### src/rtl/io_pkg.sv
// +--------------------------------------------------------------------+
// | io_pkg: shared front-panel input FSM encodings and board timing.   |
// | Rev 1.0                                                            |
// +--------------------------------------------------------------------+
`default_nettype none

package io_pkg;

  typedef enum logic [1:0] {
    RELEASED     = 2'd0,
    PRESS_WAIT   = 2'd1,
    PRESSED      = 2'd2,
    RELEASE_WAIT = 2'd3
  } btn_state_e;

  localparam int unsigned CLK_HZ        = 100_000_000;
  localparam int unsigned DEBOUNCE_10MS = CLK_HZ / 100;
  localparam int unsigned LONG_1S       = CLK_HZ;

  function automatic int unsigned ms_to_cycles(input int unsigned ms);
    return (CLK_HZ / 1000) * ms;
  endfunction

endpackage

`default_nettype wire

### src/rtl/sync_2ff.sv
// +--------------------------------------------------------------------+
// | sync_2ff: two-stage synchroniser, async active-low reset.          |
// | Rev 1.0                                                            |
// +--------------------------------------------------------------------+
`default_nettype none

module sync_2ff #(
  parameter logic RESET_VAL = 1'b0
) (
  input  logic i_clk,
  input  logic i_rst_n,
  input  logic i_d,
  output logic o_q
);

  logic meta_q;
  logic sync_q;

  always_ff @(posedge i_clk or negedge i_rst_n) begin
    if (!i_rst_n) begin
      meta_q <= RESET_VAL;
      sync_q <= RESET_VAL;
    end else begin
      meta_q <= i_d;
      sync_q <= meta_q;
    end
  end

  assign o_q = sync_q;

endmodule

`default_nettype wire

### src/rtl/button_debounce.sv
// +--------------------------------------------------------------------+
// | button_debounce: sync + debounce one push-button pin, emit level,  |
// | press/release/long-press pulses.  Rev 1.0                          |
// +--------------------------------------------------------------------+
`default_nettype none

module button_debounce
  import io_pkg::*;
#(
  parameter int unsigned DEBOUNCE_CYCLES = DEBOUNCE_10MS,
  parameter int unsigned LONG_CYCLES     = LONG_1S,
  parameter bit          ACTIVE_LOW      = 1'b1
) (
  input  logic i_clk,
  input  logic i_rst_n,
  input  logic i_btn,
  output logic o_level,
  output logic o_press,
  output logic o_release,
  output logic o_long
);

  localparam int unsigned DCNT_W = $clog2(DEBOUNCE_CYCLES);
  localparam int unsigned LCNT_W = $clog2(LONG_CYCLES + 1);

  localparam logic [DCNT_W-1:0] DCNT_LAST = DCNT_W'(DEBOUNCE_CYCLES - 1);
  localparam logic [LCNT_W-1:0] LCNT_LAST = LCNT_W'(LONG_CYCLES - 1);
  localparam logic [LCNT_W-1:0] LCNT_MAX  = LCNT_W'(LONG_CYCLES);

  logic btn_sync;
  logic act;

  btn_state_e        state_q,     state_d;
  logic [DCNT_W-1:0] dcnt_q,      dcnt_d;
  logic [LCNT_W-1:0] lcnt_q,      lcnt_d;
  logic              long_done_q, long_done_d;
  logic              level_q,     level_d;
  logic              press_q,     press_d;
  logic              release_q,   release_d;
  logic              long_q,      long_d;

  logic [LCNT_W-1:0] lcnt_inc;
  logic              long_hit;

  // Flops idle at the released pin level so reset never looks like a press.
  sync_2ff #(
    .RESET_VAL (ACTIVE_LOW)
  ) u_sync (
    .i_clk   (i_clk),
    .i_rst_n (i_rst_n),
    .i_d     (i_btn),
    .o_q     (btn_sync)
  );

  assign act      = ACTIVE_LOW ? ~btn_sync : btn_sync;
  assign lcnt_inc = (lcnt_q == LCNT_MAX) ? lcnt_q : lcnt_q + LCNT_W'(1);
  assign long_hit = (lcnt_q == LCNT_LAST) && !long_done_q;

  always_ff @(posedge i_clk or negedge i_rst_n) begin
    if (!i_rst_n) begin
      state_q     <= RELEASED;
      dcnt_q      <= '0;
      lcnt_q      <= '0;
      long_done_q <= 1'b0;
      level_q     <= 1'b0;
      press_q     <= 1'b0;
      release_q   <= 1'b0;
      long_q      <= 1'b0;
    end else begin
      state_q     <= state_d;
      dcnt_q      <= dcnt_d;
      lcnt_q      <= lcnt_d;
      long_done_q <= long_done_d;
      level_q     <= level_d;
      press_q     <= press_d;
      release_q   <= release_d;
      long_q      <= long_d;
    end
  end

  always_comb begin
    state_d     = state_q;
    dcnt_d      = dcnt_q;
    lcnt_d      = lcnt_q;
    long_done_d = long_done_q;
    level_d     = level_q;
    press_d     = 1'b0;
    release_d   = 1'b0;
    long_d      = 1'b0;

    case (state_q)
      RELEASED: begin
        if (act) begin
          state_d = PRESS_WAIT;
          dcnt_d  = '0;
        end
      end

      PRESS_WAIT: begin
        if (!act) begin
          state_d = RELEASED;
        end else if (dcnt_q == DCNT_LAST) begin
          state_d = PRESSED;
          level_d = 1'b1;
          press_d = 1'b1;
          lcnt_d  = '0;
        end else begin
          dcnt_d = dcnt_q + DCNT_W'(1);
        end
      end

      PRESSED: begin
        lcnt_d = lcnt_inc;
        if (long_hit) begin
          long_d      = 1'b1;
          long_done_d = 1'b1;
        end
        if (!act) begin
          state_d = RELEASE_WAIT;
          dcnt_d  = '0;
        end
      end

      RELEASE_WAIT: begin
        // Long-press timing carries on while a release is being qualified,
        // but is dropped on the cycle the release is accepted.
        if (act || (dcnt_q != DCNT_LAST)) begin
          lcnt_d = lcnt_inc;
          if (long_hit) begin
            long_d      = 1'b1;
            long_done_d = 1'b1;
          end
        end
        if (act) begin
          state_d = PRESSED;
        end else if (dcnt_q == DCNT_LAST) begin
          state_d     = RELEASED;
          level_d     = 1'b0;
          release_d   = 1'b1;
          long_done_d = 1'b0;
        end else begin
          dcnt_d = dcnt_q + DCNT_W'(1);
        end
      end

      default: begin
        state_d = RELEASED;
      end
    endcase
  end

  assign o_level   = level_q;
  assign o_press   = press_q;
  assign o_release = release_q;
  assign o_long    = long_q;

endmodule

`default_nettype wire

### config.mk
export PLATFORM = sky130hd
export DESIGN_NAME = button_debounce
export DESIGN_NICKNAME = d
export VERILOG_FILES = /design/src/rtl/io_pkg.sv /design/src/rtl/sync_2ff.sv /design/src/rtl/button_debounce.sv
export SDC_FILE = /design/constraint.sdc
export NUM_CORES = 1
export LEC_CHECK = 0
export BUFFER_PORTS_ARGS = -buffer_cell sky130_fd_sc_hd__buf_2
export CORE_MARGIN = 2
export CORE_UTILIZATION = 35
export CTS_CLUSTER_DIAMETER = 50
export DETAILED_ROUTE_END_ITERATION = 8
export PLACE_DENSITY = 0.6
export SLEW_MARGIN = 20
export SYNTH_ARGS = -nofsm -noshare
export SYNTH_HDL_FRONTEND = slang
export SYNTH_SLANG_ARGS = --single-unit
### constraint.sdc
create_clock -name i_clk -period 2.39 [get_ports i_clk]
set_input_delay 0 -clock i_clk [delete_from_list [all_inputs] [get_ports i_clk]]
set_output_delay 0 -clock i_clk [all_outputs]
set_load 0.01 [all_outputs]
==> results of run 1 <==
## power by group through the flow
stage	registers (mW)	clock network, mW	logic (mW)
detailed placement	0.989	0	0.0594
global route	0.973	0.689	0.0703
global placement	0.989	0	0.0573
CTS	0.971	0.646	0.0616
floorplan	0.983	0	0.0295
finish	0.971	0.624	0.0596
## synthesized netlist by cell type, types with 3 or more instances
master and count:
o211ai_1 7, a21oi_1 6, o2111ai_1 4, nor4_1 13, and3_1 14, clkbuf_1 16
a211o_1 3, ha_1 3, inv_1 5, a31oi_1 3, or3_1 4, xor2_1 8
nand3_1 20, nand4_1 11, or4_1 6, nor3_1 5, nor2_1 26, a221o_1 4
dfrtp_1 54, nand3b_1 7, nand2b_1 3, xnor2_1 6, o21ai_0 21, nand2_1 22
o221ai_1 7, and2_1 9, o31ai_1 15, and4_1 8
## final timing paths
check | startpoint | to | slack [ns] | cells after the start
min in group asynchronous | i_rst_n | o_long$_DFF_PN0_ | 0.36 | 3
setup reg to reg | dcnt_q[8]$_DFFE_PN0P_ | lcnt_q[17]$_DFFE_PN0P_ | 0.11 | 6
setup / recovery | dcnt_q[8]$_DFFE_PN0P_ | lcnt_q[17]$_DFFE_PN0P_ | 0.11 | 6
hold / removal | i_btn | u_sync.meta_q$_DFF_PN1_ | 0.33 | 2
hold reg to reg | u_sync.meta_q$_DFF_PN1_ | u_sync.o_q$_DFF_PN1_ | 0.36 | 0
max in group asynchronous | i_rst_n | o_level$_DFFE_PN0P_ | 1.54 | 3
## worst max-delay path, stage by stage (launching register included)
cell and delay (ns):
dfrtp_1 0.39, or4b_4 0.55, nor4_4 0.32, a31oi_1 0.14, or2_1 0.25, buf_4 0.18, a221o_1 0.34
## cells in the final DEF, fill, tap and decap left out, types with 5 or more instances in the layout
cell type / netlist / layout
nand3_1: 20 / 20
xnor2_1: 6 / 6
nand3b_1: 7 / 7
buf_2: 0 / 6
buf_4: 0 / 24
or4_1: 6 / 6
dfrtp_1: 54 / 54
o21ai_0: 21 / 21
nand4_1: 11 / 11
nor2_1: 26 / 26
and4_1: 8 / 8
inv_1: 5 / 5
nand2_1: 22 / 22
nor3_1: 5 / 5
nor4_1: 13 / 13
o211ai_1: 7 / 7
o31ai_1: 15 / 15
and2_1: 9 / 9
a21oi_1: 6 / 6
o221ai_1: 7 / 7
and3_1: 14 / 14
xor2_1: 8 / 8
clkbuf_8: 0 / 5
## cell families after synthesis
family          after synthesis  share of synthesized area, %
xor+xnor                     14                         3.837
buf+inv                      23                         3.172
mux                           2                        0.6656
flops                        56                         43.93
fa+ha+maj                     3                         1.175
compound gates               78                         17.35
simple gates                162                         29.87
## layer usage
metal	vias up	global-route usage, %	wire [µm]
met5	-	0	0
met4	0	5.269	121
met3	12	2.389	282
met2	46	25.57	3478
met1	1376	23.33	3848
li1	1347	-	-
## stage by stage
stage / utilization, % / total power [mW] / setup WS (ns) / std cells
final: 40.76 / 1.655 / 0.1108 / 468
after global placement: 39.19 / 1.046 / 0.1254 / 457
after floorplan: - / 1.012 / 0.04215 / 338
after CTS: 40.64 / 1.679 / 0.07029 / 467
after detailed placement: 39.19 / 1.048 / 0.08266 / 457
after global routing: 40.76 / 1.733 / 0.01585 / 468
## cell type report
type	instances	share of cell area, %
Clock inverter	2	0.9760
Sequential cell	56	39.11
Timing Repair Buffer	32	6.413
Inverter	5	0.5228
Clock buffer	6	2.022
Multi-Input combinational cell	259	47.19
Tap cell	108	3.764
## repair_timing
| item | in CTS | in global routing |
|---|---|---|
| resized for setup | 0 | 1 |
| buffers inserted | 0 | 1 |
| hold buffers | 2 | 0 |
| endpoints found under the hold margin | 55 | 0 |
| setup endpoints to repair | 0 | 4 |
==> metrics.txt, run 1 <==
Multi-input gate area=1694 µm²; max-cap viol count=0; Routability Congestion=0.8221; clock skew=0.01222 ns; first-pass GRT wire length=13220 µm; largest registers=lcnt_q (27), dcnt_q (20); share of the synthesized area in the top cell type=42.29%; Reg clk slew, reported paths=0.09 ns; Starting Density=36.29%; clock buffer depth=2; RSZ-0062 raised after global routing=false; DR vias=around 2800; H-tree depth=2; Final min period=~2.3 ns; slew at the pin closest to its max-slew limit=0.7341 ns; clock network power share=37.7%; sequential area share after synthesis=43.93%; Final Net Count=365; Top FF cell, synth=dfrtp_1; Final Max Slew Viols=0; switch share=22.04%; post-synthesis cell count=between 300 and 400; placed wire-length estimate=5193 µm; final wirelength=7730 µm; Fin Setup TNS=0 ns; Lkg Pwr=approximately 1.5 nW; setup violators final=0; vias in the first global route=~2700; Flop pwr share=58.7%; Placed Area=roughly 3500 µm²; Yosys reg bits=between 50 and 60; root buf cell=clkbuf_8; Rows=34; Sequential Area=roughly 1400 µm²; Critical Path RT=2.58 ns; Fin Hold WS=between 0.3 and 0.4 ns; number of flip-flops in the largest register=27; proportion of layout cells with a drive suffix above 1=13.61%; Setup crit end kind=flip-flop; CTS sink count=56; routed len/inst=16.52 µm; pin count of the biggest net entering global routing=57; Die X=99.55 µm; final worst path period share=95.36%; Area Growth Syn to Fin=12.33%; combinational share of power=3.6%; drc violations=0; latest clock arrival within the worst-skew pair=0.31 ns; power per cell area=461.1 nW/µm²; drt first-iter violations=136; via-per-instance ratio=5.942; fillers=871; GR Util All Layers=16.35%; Ports=7; crit path DAT=2.47 ns; die height=99.55 µm; initial antenna violation count=0; type of the worst min-delay path=in2reg; Avg Cell Area, Syn=between 9 and 10 µm²; worst vdd ir=219.5 µV; WS Path Type=reg2reg; Max FO, Critical Path=9; gr ovfl total=0; Cell Int Power=1.290 mW; CTS buffer count=5; Detail Route Antenna Nets=0; Antenna Diode Count=0; YS warnings=0; CTS tree=yes; CP Launch Type=flip-flop; 1st-pass router iterations=4; dominant cell type by area after synthesis=dfrtp_1; ys async rst share=100.0%; Net Sw Power=364.7 µW; Yosys cell types=49; status=finished, final reports clean; final number of hold-violating endpoints=0; port bufs=6; core box area=8806 µm²; EDFF count, synth=0; full die area=9910 µm²; Slew HR=51.06%; FMAX=roughly 440 MHz; leading post-synthesis cells by cell area=dfrtp_1 42%, o31ai_1 3.5%, o21ai_0 3.3%, nand3_1 3.1%, nor2_1 3.1%; Top reg by flops=lcnt_q; post-route cell area=3590 µm²; Post-Syn Nets=~340; Synth Cell Area=3196 µm²
(Power assumes the default switching activity.)
==> run 2: changes to the inputs <==
--- a/config.mk
+++ b/config.mk
@@ -5,12 +5,14 @@
 export SDC_FILE = /design/constraint.sdc
 export NUM_CORES = 1
 export LEC_CHECK = 0
+export ABC_AREA = 1
 export BUFFER_PORTS_ARGS = -buffer_cell sky130_fd_sc_hd__buf_2
 export CORE_MARGIN = 2
 export CORE_UTILIZATION = 35
 export CTS_CLUSTER_DIAMETER = 50
 export DETAILED_ROUTE_END_ITERATION = 8
 export PLACE_DENSITY = 0.6
+export RECOVER_POWER = 100
 export SLEW_MARGIN = 20
 export SYNTH_ARGS = -nofsm -noshare
 export SYNTH_HDL_FRONTEND = slang
==> run 2 against run 1 <==
  * Combinational power increased by 29%
  * Synthesized cell count increased by 81%
  * Core utilization decreased by 2.4 points
  * Critical endpoint is now lcnt_q[10]$_DFFE_PN0P_
  * Clock-buffer cell count decreased by 1
  * First-iteration DRC count decreased by 5.1%
  * Critical path depth increased by 3
  * Cell count increased by 62%
  * Clock skew decreased by 0.0019 ns
  * Hold slack got worse by 0.0090 ns
  * Die area increased by 19%
==> metrics.txt, run 2 <==
status=finished, final reports clean; xor-xnor portion of the synthesized cell area=3.655%; drc violations=0; drt first-iter violations=129; Detail Route Antenna Nets=0; GR Util All Layers=17.08%; worst path bufs/invs=1; RSZ-0062 raised after global routing=false; Top FF cell, synth=dfrtp_1; DR vias=3598; CTS sink count=56; vias in the first global route=3447; post-synthesis mux area share=0%; PostCTS Resize Cnt=0; Setup crit start=dcnt_q[0]$_DFFE_PN0P_; port bufs=6; clock skew=just over 0.01 ns; setup slack, reg-to-reg=0.30 ns; number of flip-flops in the largest register=27; via-per-instance ratio=4.740; CP Launch Type=flip-flop; crit path DAT=approximately 2.4 ns; Top reg by flops=lcnt_q; pin count of the biggest net entering global routing=between 40 and 50; Hold Path Sink=u_sync.meta_q$_DFF_PN1_; Reg clk slew, reported paths=around 0.11 ns; most common cell in the synthesized netlist=nand2_1; power per cell area=410.2 nW/µm²; CTS tree=yes; post-synthesis simple-gate area fraction=48.40%; sequential area share after synthesis=a little over a third; worst vdd ir=226.2 µV; Yosys reg bits=56; post-synthesis cell count=a little over 600; Slowest-stage cell, CP=dfrtp_1; full die area=around 12000 µm²; first-pass GRT wire length=16280 µm; H-tree depth=2; Lkg Pwr=1.777 nW; post-synthesis adder-cell area fraction=0.9791%; Max stage delay on crit path=~0.44 ns; leading post-synthesis cells by cell area=dfrtp_1 35%, nand2_1 24%, nor2_1 12%, nand3_1 5.9%, inv_1 5.1%; die height=108.7 µm; Area Growth Syn to Fin=7.637%; Fin Hold WS=0.3227 ns; latest clock arrival within the worst-skew pair=roughly 0.32 ns; Synth Area in Compound Gates=3.035%; initial antenna violation count=0; core box area=10750 µm²; 1st-pass router iterations=4; max-cap viol count=0; ys async rst share=100.0%; Final Net Count=between 600 and 700; type of the worst min-delay path=in2reg; Post-Syn Nets=617; Slew HR=33.69%; Starting Density=a little over a third; FMAX=478.6 MHz; dominant cell type by area after synthesis=dfrtp_1; Setup crit end kind=flip-flop; Critical Path RT=2.66 ns; WS Path Type=reg2reg; commonest cells after routing, fill and taps aside=246 x nand2_1, 119 x nor2_1, 54 x dfrtp_1; final number of hold-violating endpoints=0; hold buffers post-CTS=2; routed len/inst=between 10 and 15 µm; reg-to-reg endpoint=lcnt_q[10]$_DFFE_PN0P_; Fin Setup TNS=0 ns; fin cells=759; most common cell after layout, fill and taps aside=nand2_1; crit-path cells=ha_1 > nand3_2 > nor2_4 > nand3_2 > nand2_2 > inv_4 > nor2_4 > nand2_1 > nand2_1; largest family of logic cells by synthesized area=simple AND/OR/NAND/NOR gates; CTS buffer count=5; setup violators final=0; Yosys cell types=29; Crit Reg-Reg Startpoint=dcnt_q[0]$_DFFE_PN0P_; Max FO, Critical Path=19; final worst path period share=87.43%; Ports=7; hold path cells=2; Util after Layout=38.40%; proportion of layout cells with a drive suffix above 1=between 6 and 7%; synth cell count leaders=246 x nand2_1, 119 x nor2_1, 54 x dfrtp_1; Antenna Diode Count=0; final wirelength=9070 µm; gr ovfl total=0; clock buffer depth=2; Routability Congestion=0.8875; slew at the pin closest to its max-slew limit=between 0.9 and 1 ns; post-CTS repair timing setup buffer count=0; YS warnings=0; share of the synthesized area in the top cell type=35.25%; root buf cell=clkbuf_8; placed cell count=749; Final min period=2.090 ns; largest registers=lcnt_q (27), dcnt_q (20); Die X=108.7 µm; hold path start=i_btn; Rows=38; r2r worst-path depth=9; critical path depth=9; Final Max Slew Viols=0; cell family with most CP delay=simple AND/OR/NAND/NOR gates; Avg Cell Area, Syn=~6.3 µm²; EDFF count, synth=0; placed wire-length estimate=about 7000 µm; Synth Cell Area=between 3000 and 4000 µm²
[run 2: worst max path at each step]
stage | slack (ns) | endpoint
final | 0.30 | lcnt_q[10]$_DFFE_PN0P_
after global routing | 0.07 | lcnt_q[11]$_DFFE_PN0P_
after CTS | 0.32 | lcnt_q[10]$_DFFE_PN0P_
after detailed placement | 0.35 | lcnt_q[19]$_DFFE_PN0P_
after global placement | 0.38 | o_level$_DFFE_PN0P_
after floorplan | 0.67 | lcnt_q[10]$_DFFE_PN0P_
[run 2: worst register-to-register path, cell delays in order (launching register included)]
cell and delay, ns:
dfrtp_1 0.44, ha_1 0.33, nand3_2 0.17, nor2_4 0.16, nand3_2 0.09, nand2_2 0.22, inv_4 0.05, nor2_4 0.38
nand2_1 0.11, nand2_1 0.07
[run 2: power breakdown]
part	total, mW	internal, mW	switching (mW)	leakage [nW]
sequential	0.972	0.957	0.0157	0.766
combinational	0.0766	0.0187	0.0579	0.957
clock	0.644	0.311	0.333	0.0541
[run 2: cell families after synthesis]
group	count (synthesis)
and+or+nand+nor	445
buffers and inverters	69
DFF	56
AOI/OAI and AO/OA	22
xor gates and xnor gates	16
adders and majority gates	3
[run 2: final cells by class]
type	count	area, µm²
fillers	1208	6619
repair buffers	13	78.83
clock buffers	5	68.82
flip-flops and latches	56	1404
inverters	56	212.7
clock inverters	3	42.54
well taps	140	175.2
multi-input cells	486	2145
[run 2: per-layer routing]
layer / track usage [%] / routed length [µm] / up-vias
li1: - / - / 1892
met2: 30.98 / 4566 / 48
met5: 0 / 0 / -
met3: 2.750 / 244 / 11
met4: 4.029 / 112 / 0
met1: 21.14 / 4146 / 1647
[run 2: per-stage QoR]
stage          worst slack (ns)  total power, mW  area [µm²]
2_1_floorplan            0.6678            1.033        3834
3_3_place_gp             0.3780            1.067        4009
3_5_place_dp             0.3474            1.069        4009
4_1_cts                  0.3219            1.721        4140
5_1_grt                 0.07113            1.782        4126
6_report                 0.3005            1.693        4126
==> run 3: changes to the inputs <==
--- a/config.mk
+++ b/config.mk
@@ -8,10 +8,10 @@
 export ABC_AREA = 1
 export BUFFER_PORTS_ARGS = -buffer_cell sky130_fd_sc_hd__buf_2
 export CORE_MARGIN = 2
-export CORE_UTILIZATION = 35
+export CORE_UTILIZATION = 55
 export CTS_CLUSTER_DIAMETER = 50
 export DETAILED_ROUTE_END_ITERATION = 8
-export PLACE_DENSITY = 0.6
+export PLACE_DENSITY = 0.83
 export RECOVER_POWER = 100
 export SLEW_MARGIN = 20
 export SYNTH_ARGS = -nofsm -noshare
==> run 3 against run 2 <==
  * Hold slack better by 0.017 ns
  * Via count increased by 3.7%
  * First-iteration DRC count up 120%
  * Flip-flop and latch count did not move
  * Non-clock buffer count unchanged
  * Global-route usage rose by 7.7 points
  * Combinational power is 6.0% higher
  * Fmax is 2.7% lower
  * Cell count shrank 7.9%
  * Critical endpoint is now lcnt_q[9]$_DFFE_PN0P_
==> metrics.txt, run 3 (synthesis gave the netlist of run 2 again) <==
status=finished, final reports clean; clock buffer depth=2; drt first-iter violations=approximately 280; Fin Setup TNS=0 ns; DR vias=3732; setup violators final=0; CTS buffer count=5; Reg clk slew, reported paths=0.10 ns; CTS sink count=56; r2r worst-path depth=9; Starting Density=around 57%; Slowest-stage cell, CP=dfrtp_1; cell family with most CP delay=simple AND/OR/NAND/NOR gates; max-cap viol count=0; worst path bufs/invs=1; Ports=7; Final min period=~2.1 ns; type of the worst min-delay path=in2reg; Final Max Slew Viols=0; placed cell count=a little under 700; Lkg Pwr=1.780 nW; clock skew=0.006445 ns; commonest cells after routing, fill and taps aside=246 x nand2_1, 119 x nor2_1, 54 x dfrtp_1; via-per-instance ratio=about 5.3; core box area=between 6000 and 7000 µm²; routed len/inst=12.65 µm; WS Path Type=reg2reg; latest clock arrival within the worst-skew pair=0.32 ns; root buf cell=clkbuf_8; vias in the first global route=3381; die height=just under 90 µm; final wirelength=8839 µm; Critical Path RT=between 2 and 3 ns; post-CTS repair timing setup buffer count=0; fin cells=~700; CTS tree=yes; Detail Route Antenna Nets=0; CP Launch Type=flip-flop; Slew HR=18.41%; largest registers=lcnt_q (27), dcnt_q (20); Max stage delay on crit path=0.45 ns; hold path cells=2; power per cell area=~420 nW/µm²; first-pass GRT wire length=15320 µm; Rows=30; H-tree depth=2; crit-path cells=ha_1 > nand3_2 > nor2_4 > nand3_1 > nand2_4 > inv_4 > nor2_4 > nand2_1 > nand2_1; Top reg by flops=lcnt_q; final worst path period share=89.90%; proportion of layout cells with a drive suffix above 1=5.977%; RSZ-0062 raised after global routing=false; GR Util All Layers=24.78%; worst vdd ir=224.0 µV; 1st-pass router iterations=5; Setup crit end kind=flip-flop; Final Net Count=around 620; initial antenna violation count=0; pin count of the biggest net entering global routing=35; full die area=7655 µm²; placed wire-length estimate=6516 µm; drc violations=0; critical path depth=9; gr ovfl total=0; crit path DAT=2.41 ns; Max FO, Critical Path=19; Routability Congestion=roughly 1; FMAX=465.4 MHz; port bufs=6; Die X=87.49 µm; number of flip-flops in the largest register=27; slew at the pin closest to its max-slew limit=1.224 ns; total power=1.697 mW; Fin Hold WS=0.3395 ns; Area Growth Syn to Fin=5.679%; final number of hold-violating endpoints=0; Antenna Diode Count=0; most common cell after layout, fill and taps aside=nand2_1
run 3: area by class of cell:
type	instances	area, µm²
clock buffers	6	72.57
multi-input cells	486	2145
clock inverters	2	38.79
inverters	56	212.7
repair buffers	13	78.83
well taps	80	100.1
fillers	646	2705
flip-flops and latches	56	1404
run 3: final timing paths:
path	start	endpoint	slack, ns
setup / recovery	dcnt_q[0]$_DFFE_PN0P_	lcnt_q[9]$_DFFE_PN0P_	0.24
hold / removal	i_btn	u_sync.meta_q$_DFF_PN1_	0.34
setup reg to reg	dcnt_q[0]$_DFFE_PN0P_	lcnt_q[9]$_DFFE_PN0P_	0.24
hold reg to reg	u_sync.meta_q$_DFF_PN1_	u_sync.o_q$_DFF_PN1_	0.36
max in group asynchronous	i_rst_n	dcnt_q[9]$_DFFE_PN0P_	0.47
min in group asynchronous	i_rst_n	dcnt_q[13]$_DFFE_PN0P_	0.48
run 3: repair_timing:
item,CTS,global route
hold endpoints to repair,22,0
hold buffers,2,0
resized for setup,0,0
run 3: stage by stage:
| stage | cell area [µm²] | setup slack [ns] | utilization [%] |
|---|---|---|---|
| after floorplan | 3834 | 0.6678 | - |
| after global placement | 3934 | 0.3998 | 58.22 |
| after detailed placement | 3934 | 0.3333 | 58.22 |
| after CTS | 4065 | 0.2984 | 60.17 |
| after global routing | 4051 | 0.05250 | 59.96 |
| final | 4051 | 0.2415 | 59.96 |
run 3: routing by layer:
metal | vias up | track usage [%] | wire, µm
met5 | - | 0 | 0
met4 | 0 | 7.273 | 132
met3 | 13 | 3.507 | 600
met2 | 133 | 38.36 | 3926
met1 | 1692 | 35.95 | 4179
li1 | 1894 | - | -
run 3: report_power, final:
| part | total (mW) | internal, mW | switching, mW |
|---|---|---|---|
| Clock | 0.648 | 0.317 | 0.330 |
| Sequential | 0.968 | 0.957 | 0.0117 |
| Combinational | 0.0812 | 0.0189 | 0.0623 |
| Total | 1.70 | 1.29 | 0.404 |
